**config.mk**
```make
export PLATFORM = sky130hd
export DESIGN_NAME = uart_word_tx
export DESIGN_NICKNAME = d
export VERILOG_FILES = /design/src/rtl/uart_pkg.sv /design/src/rtl/baud_counter.sv /design/src/rtl/uart_word_tx.sv
export SDC_FILE = /design/constraint.sdc
export NUM_CORES = 1
export LEC_CHECK = 0
export BUFFER_PORTS_ARGS = -buffer_cell sky130_fd_sc_hd__buf_2
export CAP_MARGIN = 0
export CORE_MARGIN = 4
export CORE_UTILIZATION = 55
export DETAILED_ROUTE_END_ITERATION = 10
export PLACE_DENSITY = 0.9
export SLEW_MARGIN = 20
export SYNTH_ARGS = -nofsm -noshare
export SYNTH_HDL_FRONTEND = slang
export SYNTH_SLANG_ARGS = --single-unit
```
**constraint.sdc**
```tcl
create_clock -name clock -period 3.1 [get_ports clock]
set_clock_uncertainty 0.15 [all_clocks]
set_input_delay 0.62 -clock clock [delete_from_list [all_inputs] [get_ports clock]]
set_output_delay 0.62 -clock clock [all_outputs]
set_load 0.1 [all_outputs]
```
**src/rtl/uart_pkg.sv**
```systemverilog
// Shared definitions for the word UART link: transmitter state encoding and
// helpers that turn link parameters into bit timing and counter widths.
package uart_pkg;

  typedef enum logic [1:0] {
    IDLE,
    START,
    DATA,
    STOP
  } tx_state_t;

  // Clock cycles per serial bit (integer division, truncating).
  function automatic int clks_per_bit(input int clq_freq, input int baud_rate);
    return clq_freq / baud_rate;
  endfunction

  // Number of serial frames needed to carry one word.
  function automatic int word_parts(input int word_size, input int word_part);
    return word_size / word_part;
  endfunction

  // Width of a counter that must hold 0..n-1; never narrower than one bit.
  function automatic int cnt_width(input int n);
    return (n > 1) ? $clog2(n) : 1;
  endfunction

endpackage

```
**src/rtl/baud_counter.sv**
```systemverilog
// Free-running bit-period counter. Counts 0..CLKS_PER_BIT-1 and flags the
// terminal count; clear holds it at zero so a new bit period starts cleanly.
module baud_counter
  import uart_pkg::*;
#(
  parameter int CLKS_PER_BIT = 10
) (
  input  logic clock,
  input  logic reset,
  input  logic clear,
  output logic tick
);

  localparam int CNT_W = cnt_width(CLKS_PER_BIT);
  localparam logic [CNT_W-1:0] LAST = CNT_W'(CLKS_PER_BIT - 1);

  logic [CNT_W-1:0] count_reg;

  // Count cycles within a bit, wrapping on terminal count.
  always_ff @(posedge clock) begin
    if (!reset || clear) begin
      count_reg <= '0;
    end else if (tick) begin
      count_reg <= '0;
    end else begin
      count_reg <= count_reg + 1'b1;
    end
  end

  assign tick = (count_reg == LAST);

endmodule

```
**src/rtl/uart_word_tx.sv**
```systemverilog
// Word-level UART transmitter. Accepts one word per valid/ready handshake and
// sends it as WORD_SIZE/WORD_PART back-to-back 8N1-style frames, least
// significant part first and each part LSB first.
module uart_word_tx
  import uart_pkg::*;
#(
  parameter int WORD_SIZE = 32,
  parameter int WORD_PART = 8,
  parameter int CLQ_FREQ  = 200_000_000,
  parameter int BAUD_RATE = 115200
) (
  input  logic                 clock,
  input  logic                 reset,
  input  logic [WORD_SIZE-1:0] data_in,
  input  logic                 w_valid,
  output logic                 ready,
  output logic                 sig_out,
  output logic                 busy
);

  localparam int CLKS_PER_BIT = clks_per_bit(CLQ_FREQ, BAUD_RATE);
  localparam int PARTS        = word_parts(WORD_SIZE, WORD_PART);
  localparam int BIT_W        = cnt_width(WORD_PART);
  localparam int PART_W       = cnt_width(PARTS);
  localparam logic [BIT_W-1:0]  LAST_BIT  = BIT_W'(WORD_PART - 1);
  localparam logic [PART_W-1:0] LAST_PART = PART_W'(PARTS - 1);

  // Reject parameter sets that cannot be framed correctly.
  generate
    if ((WORD_SIZE % WORD_PART) != 0) begin : g_bad_split
      $error("uart_word_tx: WORD_SIZE must be a multiple of WORD_PART");
    end
    if (CLKS_PER_BIT < 2) begin : g_bad_baud
      $error("uart_word_tx: CLQ_FREQ/BAUD_RATE must be at least 2");
    end
  endgenerate

  tx_state_t             state_reg, state_next;
  logic [WORD_SIZE-1:0]  shift_reg, shift_next;
  logic [BIT_W-1:0]      bit_cnt_reg, bit_cnt_next;
  logic [PART_W-1:0]     part_cnt_reg, part_cnt_next;
  logic                  sig_reg, sig_next;
  logic                  tick;
  logic                  clear;

  // Bit timing restarts from zero on the accept edge because the counter is
  // held clear for the whole time the transmitter sits idle.
  assign clear = (state_reg == IDLE);

  baud_counter #(
    .CLKS_PER_BIT(CLKS_PER_BIT)
  ) u_baud (
    .clock(clock),
    .reset(reset),
    .clear(clear),
    .tick (tick)
  );

  // State and datapath registers; the line itself is registered so it never
  // glitches and has no path from the inputs.
  always_ff @(posedge clock) begin
    if (!reset) begin
      state_reg    <= IDLE;
      shift_reg    <= '0;
      bit_cnt_reg  <= '0;
      part_cnt_reg <= '0;
      sig_reg      <= 1'b1;
    end else begin
      state_reg    <= state_next;
      shift_reg    <= shift_next;
      bit_cnt_reg  <= bit_cnt_next;
      part_cnt_reg <= part_cnt_next;
      sig_reg      <= sig_next;
    end
  end

  // Next-state logic. The whole word shifts right one bit per data bit, so
  // after one part the next part's LSB is already sitting in bit 0.
  always_comb begin
    state_next    = state_reg;
    shift_next    = shift_reg;
    bit_cnt_next  = bit_cnt_reg;
    part_cnt_next = part_cnt_reg;
    case (state_reg)
      IDLE: begin
        if (w_valid) begin
          shift_next    = data_in;
          bit_cnt_next  = '0;
          part_cnt_next = '0;
          state_next    = START;
        end
      end
      START: begin
        if (tick) begin
          state_next = DATA;
        end
      end
      DATA: begin
        if (tick) begin
          shift_next = shift_reg >> 1;
          if (bit_cnt_reg == LAST_BIT) begin
            bit_cnt_next = '0;
            state_next   = STOP;
          end else begin
            bit_cnt_next = bit_cnt_reg + 1'b1;
          end
        end
      end
      STOP: begin
        if (tick) begin
          if (part_cnt_reg != LAST_PART) begin
            part_cnt_next = part_cnt_reg + 1'b1;
            state_next    = START;
          end else begin
            part_cnt_next = '0;
            state_next    = IDLE;
          end
        end
      end
      default: begin
        state_next = IDLE;
      end
    endcase
  end

  // Output logic: line level for the upcoming state, plus handshake flags.
  always_comb begin
    sig_next = 1'b1;
    case (state_next)
      START:   sig_next = 1'b0;
      DATA:    sig_next = shift_next[0];
      default: sig_next = 1'b1;
    endcase
    ready = (state_reg == IDLE);
    busy  = (state_reg != IDLE);
  end

  assign sig_out = sig_reg;

endmodule

```
* Yosys cells after proc, flatten, opt, wreduce, memory -nomap -nowiden
Index checks and enable logic that the tools add are counted.
** Operators by class
- Add/sub/neg operators :: 3
- Equal/unequal tests :: 11
- Muxes and demuxes :: 19
- Reduce and logical (&&, ||, !) cells :: 9
** Operator list (number)
- $mux W32 :: 2
- $pmux W32 S2 :: 1
- $mux W2 :: 8
- $add A11 B1 Y11 const B :: 1
- $eq A11 B11 Y1 const B :: 1
- $mux W3 :: 3
- $ne A2 B2 Y1 const B :: 4
- $pmux W2 S4 :: 1
- $eq A2 B2 Y1 const B :: 3
- $pmux W3 S2 :: 1
- $reduce_and A3 Y1 :: 2
- $reduce_bool A2 Y1 :: 3
- $eq A2 B1 Y1 const B :: 2
- $pmux W2 S2 :: 1
- $add A3 B1 Y3 const B :: 1
- $eq A3 B3 Y1 const B :: 1
- $add A2 B1 Y2 const B :: 1
- $logic_not A2 Y1 :: 1
- $pmux W1 S2 :: 1
- $reduce_or A2 Y1 :: 1
- $logic_not A1 Y1 :: 1
- $logic_or A1 B1 Y1 :: 1
- $mux W1 :: 1
** Word-level totals
- Flip-flop bits (word level) :: 51
- Input bits :: 35
- Output and inout port bits :: 3

* Logic depth before layout (Yosys ltp)
- Word-level depth :: 6
- Mapped depth :: 10
- Depth with buffers taken out :: 6

* Modules after synthesis
A second synthesis with hierarchy kept.
** Second synthesis, totals
- Cells, all modules :: 252
- Area, all modules :: 2289.7 um2
** By module, submodules not included
- uart_word_tx :: instances 1, cells an instance 197, area each 1771.7 um2, sequential area each 800.8 um2
- baud_counter :: instances 1, cells an instance 55, area each 518.0 um2, sequential area each 220.2 um2

* Worst setup path before layout
No wires, ideal clock.
- Kind :: flip-flop to flip-flop
- From :: reg state_reg[1]
- To :: reg shift_reg[10]
- Library setup time :: 0.070 ns
- Data arrival time :: 1.949 ns
- Setup slack :: 0.931 ns
- Stages on the path, launching flop included :: 11
- Path buffers :: 4
- Clock period less this slack :: 2.169 ns
- Path through :: dfxtp_1 buf_6 or2_1 buf_4 inv_2 and2_1 buf_2 nor2_4 buf_2 nand2_1 a21boi_1
** Between the ends
- Longest elaborated chain between the ends :: 3
- Elaborated cells on any way between the ends :: 7
- Those cells by class :: eq/ne (3); mux (1); reduce/logical (3)
** RTL lines
- start: declaration :: RTL line uart_word_tx.sv:38 : tx_state_t state_reg, state_next;
- start signal: assignment :: RTL line uart_word_tx.sv:69 : state_reg <= state_next;
- $logic_not A2 Y1 *
- via ready :: RTL line uart_word_tx.sv:16 : output logic ready,
- $ne A2 B2 Y1 (no source line) / $reduce_bool A2 Y1 (equally long branches)
- $reduce_and A3 Y1 (no source line)
- end signal: assignment :: RTL line uart_word_tx.sv:70 : shift_reg <= shift_next;
- end: declaration :: RTL line uart_word_tx.sv:39 : logic [WORD_SIZE-1:0] shift_reg, shift_next;
Mark *: on every way through the listed nets, which the timed path passes. The rest lies on a longest branch.
A chain may end at the register's enable or synchronous reset.

* Worst setup path in the final report
- From :: reg state_reg[1]
- To :: out ready
** Between the ends
- Longest elaborated chain between the ends :: 1
** RTL lines
- $logic_not A2 Y1 :: RTL line uart_word_tx.sv:134 : ready = (state_reg == IDLE);
- end: declaration :: RTL line uart_word_tx.sv:16
Every way passes these cells.

==> flow_summary.ini <==
[run_status]
status = completed

[power_and_ir_drop]
switchingPower_uw = 289.5
p_per_area_nw_per_um2 = 498.5
p_seq_share_pct = 55.2
leakage_nw = 0.9562
swShare_pct = 23.00
peakVddDrop_mv = 0.2622
p_int_uw = 969.2
combPwrFrac_pct = 10.0
total_power_mw = 1.259
p_clk_share_pct = 34.8

[timing]
finalCritPeriodShare_pct = 74.30
whs_ns = 0.3037
grt_setup_unrepaired = false
min_period_ns = 2.303
max_clock_freq_mhz = 434.2
worstMarginPinSlew_ns = 0.6364
finalHoldViolCount = 0
drv_slew = 0
finalSetupViolCount = 0
slew_headroom_pct = 57.47
fin_setup_tns_ns = 0

[worst_hold_path]
min_path_cells = 2
holdPathEnd = shift_reg[21]
worstHoldStart = shift_reg[21]
hold_path.class = reg -> reg

[clock_tree]
cts_root_buffer = clkbuf_8
htree_levels = 2
clk_path_buf_depth = 2
cts_tree = yes
cts_setup_buffers = 0
post_cts.resized_instances = 0
cts_buffers = 5
clk_pin_slew_ns = 0.09
insertion_delay_ns = 0.30
clock_sinks = 51
cts_hold_buf = 0

[drt]
drc = 0
drt-pass1-iter-count = 4
drt-initial-drc-count = 110
vias = 1798
drt-total-wl_um = 4136
ant_nets = 0
wire_per_inst_um = 12.69
via_per_inst = 5.515

[place]
dpl.hpwl_um = 2834
gp_congestion = 0.8235
port_buffers = 37
placed_area_um2 = 2422

[yosys]
syn_inst = 248
syn-num-nets = 287
synth_edf_count = 0
ys_seq_elements = 51
async_flop_share_pct = 0
ys_warn_count = 0
ys_types = 40
synth_largest_area_cell = dfxtp_1
synth.area.top_cells = dfxtp_1 45%, a21boi_1 10%, a22oi_1 10%, nand2_1 7.3%, buf_4 2.6%
ys_seq_area_share_pct = 44.96
avgSynthCellArea_um2 = 9.157
synth_top_flop_cell = dfxtp_1
synth_top_area_share_pct = 44.96
syn-cell-area_um2 = 2271

[global_routing]
grt_usage_pct = 17.00
grt_pass1_wl_um = 7031
grt_antenna_before_repair = 0
grt_pass1_vias = 1662
grt_max_degree = 42
globalRouteOverflowTotal = 0

[die]
row_count = 23
start_util_pct = 56.77
dieArea_um2 = 5221
die_h_um = 72.26
die_w_um = 72.26
io-pin-count = 38
fp.coreArea_um2 = 4000

[worst_setup_path]
r2r_end = bit_cnt_reg[0]
path_cells = or2_1 > inv_2 > buf_2
cp_slowest_cell = buf_2
critPathCaptureType = primary output
reg2reg_slack_ns = 1.04
arrival_ns = 1.53
slowest_delay_ns = 0.42
critical_path.max_fanout = 10
reg2reg_depth = 6
rr_startpoint = u_baud.count_reg[0]
critPathRequiredTime_ns = 2.33
crit_type = reg -> out
cp-start-kind = flip-flop

[final_layout]
layout.nets = 315
regArea_um2 = 1021
multi_input_area_um2 = 1131
largest_register_ffs = 32
layout-drive-gt1-share_pct = 19.20
post-route-util_pct = 63.12
nFillCells = 339
area_growth_pct = 11.18
fin_area_um2 = 2525
antenna_cells = 0

[run]
max_cap_violations = 0
==> area by class of cell <==
class,count,share of cell area [%]
Multi-Input combinational cell,177,44.80
Sequential cell,51,40.44
Timing Repair Buffer,39,7.929
Clock buffer,6,2.874
Tap cell,50,2.478
Clock inverter,1,1.189
Inverter,2,0.2973
==> stage by stage <==
stage               cells  setup slack [ns]
floorplan             248            0.9311
global placement      319             1.071
detailed placement    319             1.037
CTS                   326            0.7917
global route          326            0.7049
finish                326            0.7968
==> cell usage in the layout (no fill, tap or decap), drive strengths merged <==
cell,Yosys,layout
a31oi,1,1
nor2b,3,3
and2,2,2
and4,2,2
a21o,1,1
nand2,45,45
nor2,16,16
nand4,1,1
xor2,5,5
a22oi,31,31
bufinv,0,1
and4b,1,1
a221oi,1,1
or2,1,1
o211ai,1,1
nand3,9,9
a21oi,1,1
nor4b,1,1
nand2b,2,2
o21ai,1,1
ha,4,4
and3,3,3
clkbuf,4,6
dfxtp,51,51
xnor2,4,4
buf,14,39
nand3b,1,1
or3b,1,1
mux2i,2,2
a21boi,35,35
a311oi,1,1
inv,2,2
or3,1,1
==> worst max-delay path by stage <==
stage,start,endpoint,slack (ns),cells past startpoint
floorplan,state_reg[1],shift_reg[10],0.93,10
global placement,u_baud.count_reg[0],bit_cnt_reg[0],1.07,6
global route,state_reg[1],ready,0.70,3
CTS,state_reg[1],ready,0.79,3
detailed placement,u_baud.count_reg[0],bit_cnt_reg[0],1.04,6
finish,state_reg[1],ready,0.80,3
==> per-layer routing <==
layer	vias up	global-route usage, %	routed length (um)
met3	7	5.263	218
li1	925	-	-
met5	-	0	0
met2	31	27.40	1930
met1	835	21.16	1924
met4	0	6.681	62
==> cell usage after synthesis (2+ instances only) <==
cell and n:
ha_1 4, dfxtp_1 51, a21boi_0 4, xnor2_1 4
nand2b_1 2, and2_1 2, nor2_1 15, nand2_1 44
clkbuf_1 4, nor2b_1 3, buf_4 8, a22oi_1 31
xor2_1 5, a21boi_1 31, and3_1 2, buf_2 5
nand3_1 9, mux2i_1 2
==> critical path: cells and delay by family, from the launching register on <==
| family | cells | cell delay [ns] |
|---|---|---|
| buf+inv | 2 | 0.51 |
| flops | 1 | 0.41 |
| simple gates | 1 | 0.31 |
==> power groups by stage <==
stage | Sequential, mW | Clock (mW) | Combinational (mW)
2_1_floorplan | 0.713 | 0 | 0.0896
3_3_place_gp | 0.709 | 0 | 0.124
3_5_place_dp | 0.710 | 0 | 0.126
4_1_cts | 0.695 | 0.452 | 0.127
5_1_grt | 0.698 | 0.476 | 0.139
6_report | 0.695 | 0.439 | 0.125
==> cells by family after synthesis <==
kind of cell	Yosys count	share of synthesized area, %
adder cells (fa/ha/maj)	4	2.204
buffers and inverters	20	5.234
AND/OR/NAND/NOR	89	19.28
flip-flops	51	44.96
XOR/XNOR	9	3.471
AO/OA/AOI/OAI	73	23.97
multiplexers	2	0.8816
No activity file was read; power rests on OpenSTA's default activity.
